$ cat src/rtl/io_bridge.sv
// io_bridge: CPU <-> external device I/O bridge.
//   TX path: CPU OUT words are queued in a DEPTH-entry circular FIFO and
//            presented to the external device with a valid/ready handshake.
//   RX path: words from the external device land in a one-entry holding
//            register that the CPU drains with an IN strobe.
//
// Optional feature: define IO_BRIDGE_OVF_STICKY_EN to enable the sticky
// overflow flag (set by a CPU OUT strobe while the FIFO is full, cleared
// only by reset). When undefined, ovf_err is tied low.
//
// Ports:
//   clk           in   single clock, rising edge
//   rst           in   asynchronous active-low reset
//   cpu_out_port  in   WIDTH  word written by CPU OUT
//   cpu_out_we    in   CPU OUT strobe, one word per high cycle
//   cpu_out_full  out  FIFO full, CPU stalls OUT while high
//   cpu_in_port   out  WIDTH  word presented to CPU IN
//   cpu_in_re     in   CPU IN consume strobe
//   cpu_in_empty  out  holding register has no valid word
//   ext_tx_data   out  WIDTH  FIFO head word
//   ext_tx_valid  out  ext_tx_data valid (FIFO not empty)
//   ext_tx_ready  in   external device accepts ext_tx_data
//   ext_rx_data   in   WIDTH  word from external device
//   ext_rx_valid  in   ext_rx_data valid
//   ext_rx_ready  out  holding register can accept a word
//   ovf_err       out  sticky overflow flag

module io_bridge #(
    parameter int unsigned DEPTH = 4,
    parameter int unsigned WIDTH = 16
) (
    input  logic             clk,
    input  logic             rst,
    input  logic [WIDTH-1:0] cpu_out_port,
    input  logic             cpu_out_we,
    output logic             cpu_out_full,
    output logic [WIDTH-1:0] cpu_in_port,
    input  logic             cpu_in_re,
    output logic             cpu_in_empty,
    output logic [WIDTH-1:0] ext_tx_data,
    output logic             ext_tx_valid,
    input  logic             ext_tx_ready,
    input  logic [WIDTH-1:0] ext_rx_data,
    input  logic             ext_rx_valid,
    output logic             ext_rx_ready,
    output logic             ovf_err
);

    // Address bits into storage; pointers carry one extra wrap bit.
    localparam int unsigned AW = (DEPTH > 1) ? $clog2(DEPTH) : 1;
    localparam int unsigned PW = AW + 1;

    // ------------------------------------------------------------------
    // TX FIFO
    // ------------------------------------------------------------------
    logic [WIDTH-1:0] r_mem [DEPTH];
    logic [PW-1:0]    r_wr_ptr;
    logic [PW-1:0]    r_rd_ptr;
    logic             w_full;
    logic             w_empty;
    logic             w_push;
    logic             w_pop;

    // Same address with opposite wrap bit means the writer lapped the reader.
    assign w_empty = (r_wr_ptr == r_rd_ptr);
    assign w_full  = (r_wr_ptr[AW] != r_rd_ptr[AW]) &&
                     (r_wr_ptr[AW-1:0] == r_rd_ptr[AW-1:0]);

    // Full blocks the write even if a pop frees a slot in the same cycle.
    assign w_push = cpu_out_we && !w_full;
    assign w_pop  = !w_empty && ext_tx_ready;

    // Pointer registers; natural PW-bit overflow gives wrap modulo 2*DEPTH.
    always_ff @(posedge clk or negedge rst) begin
        if (!rst) begin
            r_wr_ptr <= '0;
            r_rd_ptr <= '0;
        end else begin
            if (w_push) begin
                r_wr_ptr <= r_wr_ptr + PW'(1);
            end
            if (w_pop) begin
                r_rd_ptr <= r_rd_ptr + PW'(1);
            end
        end
    end

    // Storage array, no reset needed: contents are only visible when valid.
    always_ff @(posedge clk) begin
        if (w_push) begin
            r_mem[r_wr_ptr[AW-1:0]] <= cpu_out_port;
        end
    end

    assign ext_tx_data  = r_mem[r_rd_ptr[AW-1:0]];
    assign ext_tx_valid = !w_empty;
    assign cpu_out_full = w_full;

    // ------------------------------------------------------------------
    // RX holding register
    // ------------------------------------------------------------------
    typedef enum logic {
        RX_EMPTY = 1'b0,
        RX_FULL  = 1'b1
    } rx_state_t;

    rx_state_t        r_rx_state;
    rx_state_t        w_rx_next;
    logic             w_rx_capture;
    logic [WIDTH-1:0] r_rx_data;

    // State register
    always_ff @(posedge clk or negedge rst) begin
        if (!rst) begin
            r_rx_state <= RX_EMPTY;
        end else begin
            r_rx_state <= w_rx_next;
        end
    end

    // Next state and capture strobe; IN strobe while empty is ignored.
    always_comb begin
        w_rx_next    = r_rx_state;
        w_rx_capture = 1'b0;
        case (r_rx_state)
            RX_EMPTY: begin
                if (ext_rx_valid) begin
                    w_rx_next    = RX_FULL;
                    w_rx_capture = 1'b1;
                end
            end
            RX_FULL: begin
                if (cpu_in_re) begin
                    w_rx_next = RX_EMPTY;
                end
            end
            default: begin
                w_rx_next = RX_EMPTY;
            end
        endcase
    end

    // Captured word; kept after the CPU consumes it.
    always_ff @(posedge clk or negedge rst) begin
        if (!rst) begin
            r_rx_data <= '0;
        end else if (w_rx_capture) begin
            r_rx_data <= ext_rx_data;
        end
    end

    assign cpu_in_port  = r_rx_data;
    assign cpu_in_empty = (r_rx_state == RX_EMPTY);
    assign ext_rx_ready = (r_rx_state == RX_EMPTY);

    // ------------------------------------------------------------------
    // Overflow flag
    // ------------------------------------------------------------------
`ifdef IO_BRIDGE_OVF_STICKY_EN
    logic r_ovf;

    // Sticky: any OUT strobe against a full FIFO sets it until reset.
    always_ff @(posedge clk or negedge rst) begin
        if (!rst) begin
            r_ovf <= 1'b0;
        end else if (cpu_out_we && w_full) begin
            r_ovf <= 1'b1;
        end
    end

    assign ovf_err = r_ovf;
`else
    assign ovf_err = 1'b0;
`endif

endmodule
$ cat config.mk
export PLATFORM = sky130hd
export DESIGN_NAME = io_bridge
export DESIGN_NICKNAME = d
export VERILOG_FILES = /design/src/rtl/io_bridge.sv
export SDC_FILE = /design/constraint.sdc
export NUM_CORES = 1
export LEC_CHECK = 0
export ABC_AREA = 1
export BUFFER_PORTS_ARGS = -buffer_cell sky130_fd_sc_hd__buf_2
export CORE_ASPECT_RATIO = 1.75
export CORE_MARGIN = 5
export CORE_UTILIZATION = 51
export CTS_BUF_LIST = sky130_fd_sc_hd__clkbuf_4
export DETAILED_ROUTE_END_ITERATION = 8
export GPL_TIMING_DRIVEN = 0
export PLACE_DENSITY = 0.77
export SLEW_MARGIN = 40
export SYNTH_ARGS = -nofsm -noshare
export SYNTH_HDL_FRONTEND = slang
export SYNTH_SLANG_ARGS = --single-unit
$ cat constraint.sdc
create_clock -name clk -period 2 [get_ports clk]
set_input_delay 0.4 -clock clk [delete_from_list [all_inputs] [get_ports clk]]
set_output_delay 0.4 -clock clk [all_outputs]
set_load 0.005 [all_outputs]
==> impl_metrics.toml <==
[outcome]
outcome = "complete, but fails checks"
violations = "setup timing"

[setup_path]
critPathKind = "flop to output port"
cp_max_fo = 8
crit_arrival_ns = 1.64
setup.worst_path.start_class = "flop"
critPathCaptureType = "output port"
data_required_time_at_the_worst_endpoint_ns = 1.60

[logic_synthesis]
postSynthNetCount = 300
ys_seq_elements = 87
synth.largest_area_cell = "sky130_fd_sc_hd__edfxtp_1"
avg_synthesized_cell_area_um2 = 13.62
synth_area_um2 = 3501
ys_seq_area_share_pct = 71.34
number_of_instances_in_the_synthesized_netlist = 257
yosys.area.top_type_share_pct = 54.90
yosys.cell_types.count = 22
synth.yosys.warnings = 0
cell_types_with_the_largest_area_share_after_synthesis = "sky130_fd_sc_hd__edfxtp_1 (55%), sky130_fd_sc_hd__dfrtp_1 (16%), sky130_fd_sc_hd__mux2_2 (5.1%)"

[clock_tree]
buffer_cell_driving_the_clock_tree_root = "sky130_fd_sc_hd__clkbuf_4"
tritoncts = "yes"
cts.htree.levels = 3
cts_inserted_buffers = 9
cts_buffer_depth = 2
clkSinkCount = 87
worstSkewPairLatency_ns = 0.44
path_clk_slew_ns = 0.13

[pwr]
p_leak_nw = 1.867
pwr_dens_nw_per_um2 = 1415
peakVddDrop_uv = 826.3

[global_route]
grt_antenna_before_repair = 0
overflow = 0
gr-usage-met1_pct = 18.42
largest_net_degree_at_the_start_of_global_routing = 24
grt_first_pass_wirelength_mm = 11.00
busiest_layer = "met2"
gr-usage-all-layers_pct = 17.26
grt_use_met2_pct = 29.69
grtUsageMet3_pct = 4.107
first_global_vias = 2398

[floorplanning]
core_area_um2 = 6807
die_h_um = 119.6
design.portCount = 75
start_util_pct = 51.43
die_w_um = 72.63
number_of_placement_rows = 40
die_area_um2 = 8687

[sta]
postLayoutSetupSlackWorst_ns = -0.03952
fmax_mhz = 490.3
setup_total_negative_slack_ns = -0.1818
worst_pin_slew_ns = 0.7391
grt_setup_unrepaired = "yes"
post_layout_minimum_cycle_time_ns = 2.040
timing.clock.skew_ns = 0.02192
slew_headroom_pct = 50.67
setup_violations = 9
fin_crit_sh_pct = 102.0
slew_violations = 0
hold_violations = 0

[cells_and_area]
area_delta_synth_final_pct = 29.16
final_cell_mix = "sky130_fd_sc_hd__buf_2 (73), sky130_fd_sc_hd__edfxtp_1 (64), sky130_fd_sc_hd__nor2_1 (28)"
post_route_cells_drive_above_1_share_pct = 45.86
nets = 400
antenna-diode-count = 0
count_of_fill_cells_added_during_filler_insertion = 517
final_common_cell = "sky130_fd_sc_hd__buf_2"
finish.instance_area_um2 = 4522

[routing]
final_ant_viol_nets = 0
route.vias.total = 2348
route.detailed.vias_per_inst = 5.265
drt-total-wl_mm = 7.627
drt_iter0_drc = 191
first_pass_iters = 4
detail_route.drc_violations = 0
drt-wirelength-per-cell_um = 17.10

[flow_run]
max_cap_viol_count = 0

[placed_design]
gpl.final_weighted_congestion = 0.7262
port_buffers = 73
detailed_place.area_um2 = 3994
hpwl_mm = 4.783

[worst_hold_path]
hp_class = "primary input to flop"
where the power goes:
group          internal (W)  switching [W]
clock              0.000287       0.000601
sequential          0.00237       0.000173
combinational       0.00138        0.00159
per-layer routing:
| metal | vias to the layer above | part of all wire [%] |
|---|---|---|
| met1 | 1131 | 37 |
| li1 | 1118 | - |
| met3 | 17 | 6.4 |
| met2 | 82 | 54 |
| met5 | - | 0 |
| met4 | 0 | 3.2 |
flip-flops by register name (all words and copies together) (netlist names):
register     count
r_mem           64
r_rd_ptr         3
cpu_in_port     16
r_wr_ptr         3
r_rx_state       1
metrics by stage:
| stage | power, W | std cells | setup slack, ns | util [%] | hold slack, ns |
|---|---|---|---|---|---|
| after CTS | 0.005830 | 437 | -0.03560 | 62.46 | 0.1200 |
| after floorplan | 0.003823 | 257 | 0.07426 | - | 0.1044 |
| after detailed placement | 0.004691 | 414 | 0.1276 | 58.68 | 0.4040 |
| final | 0.006399 | 446 | -0.03952 | 66.43 | 0.1477 |
| after global placement | 0.004586 | 414 | -0.5012 | 58.35 | 0.3989 |
| after global routing | 0.006761 | 446 | -0.08618 | 66.43 | 0.1352 |
cell usage after synthesis, drive strengths merged:
master,n
nand3,8
nor2,35
o21ai,33
buf,11
edfxtp,64
inv,13
ha,5
mux2,16
conb,1
o22ai,16
clkbuf,2
xor2,1
dfrtp,23
nand2,29
cells by family after synthesis:
logic type / after synthesis / synth area share (%)
flip-flops: 87 / 71.34
AND/OR/NAND/NOR: 72 / 9.650
AO/OA/AOI/OAI: 49 / 7.577
buffers and inverters: 26 / 4.146
multiplexers: 16 / 5.146
adder cells (fa/ha/maj): 5 / 1.787
other: 1 / 0.1071
XOR/XNOR: 1 / 0.2502
worst paths after layout:
check,slack (ns),end,cells past startpoint,from
worst min-delay path,0.15,r_rx_state,2,cpu_in_re
min in group asynchronous,0.44,r_rd_ptr[1],2,rst
worst max-delay path,-0.04,ext_tx_data[6],6,r_rd_ptr[0]
max in group asynchronous,1.19,cpu_in_port[4],2,rst
worst min register to register,0.52,cpu_in_port[12],1,cpu_in_port[12]
worst max register to register,0.08,r_mem[3][15],7,r_rd_ptr[1]
repair_timing:
action | in CTS | in global routing
endpoints found under the setup margin | 16 | 17
cloned | 1 | 5
hold buffers | 1 | 0
buffers inserted | 5 | 4
hold endpoints to repair | 23 | 0
resized for setup | 23 | 52
pin swaps | 3 | 11
critical path, stage by stage, from the launching register on:
cell	delay, ns
sky130_fd_sc_hd__dfrtp_1	0.43
sky130_fd_sc_hd__buf_12	0.18
sky130_fd_sc_hd__clkinv_8	0.08
sky130_fd_sc_hd__clkbuf_16	0.17
sky130_fd_sc_hd__o21ai_4	0.13
sky130_fd_sc_hd__o22ai_2	0.08
sky130_fd_sc_hd__buf_2	0.13
layout make-up:
| type | count | area [µm²] | share of cell area, % |
|---|---|---|---|
| sequential | 87 | 2497 | 55.23 |
| inverter | 13 | 73.82 | 1.633 |
| timing repair buffer | 88 | 560.5 | 12.40 |
| tap | 84 | 105.1 | 2.324 |
| timing repair inverter | 1 | 11.26 | 0.2490 |
| clock inverter | 6 | 51.30 | 1.134 |
| multi-input combinational | 144 | 967.2 | 21.39 |
| clock buffer | 10 | 75.07 | 1.660 |
| buffer | 13 | 180.2 | 3.985 |
No activity file was read; power rests on OpenSTA's default activity.
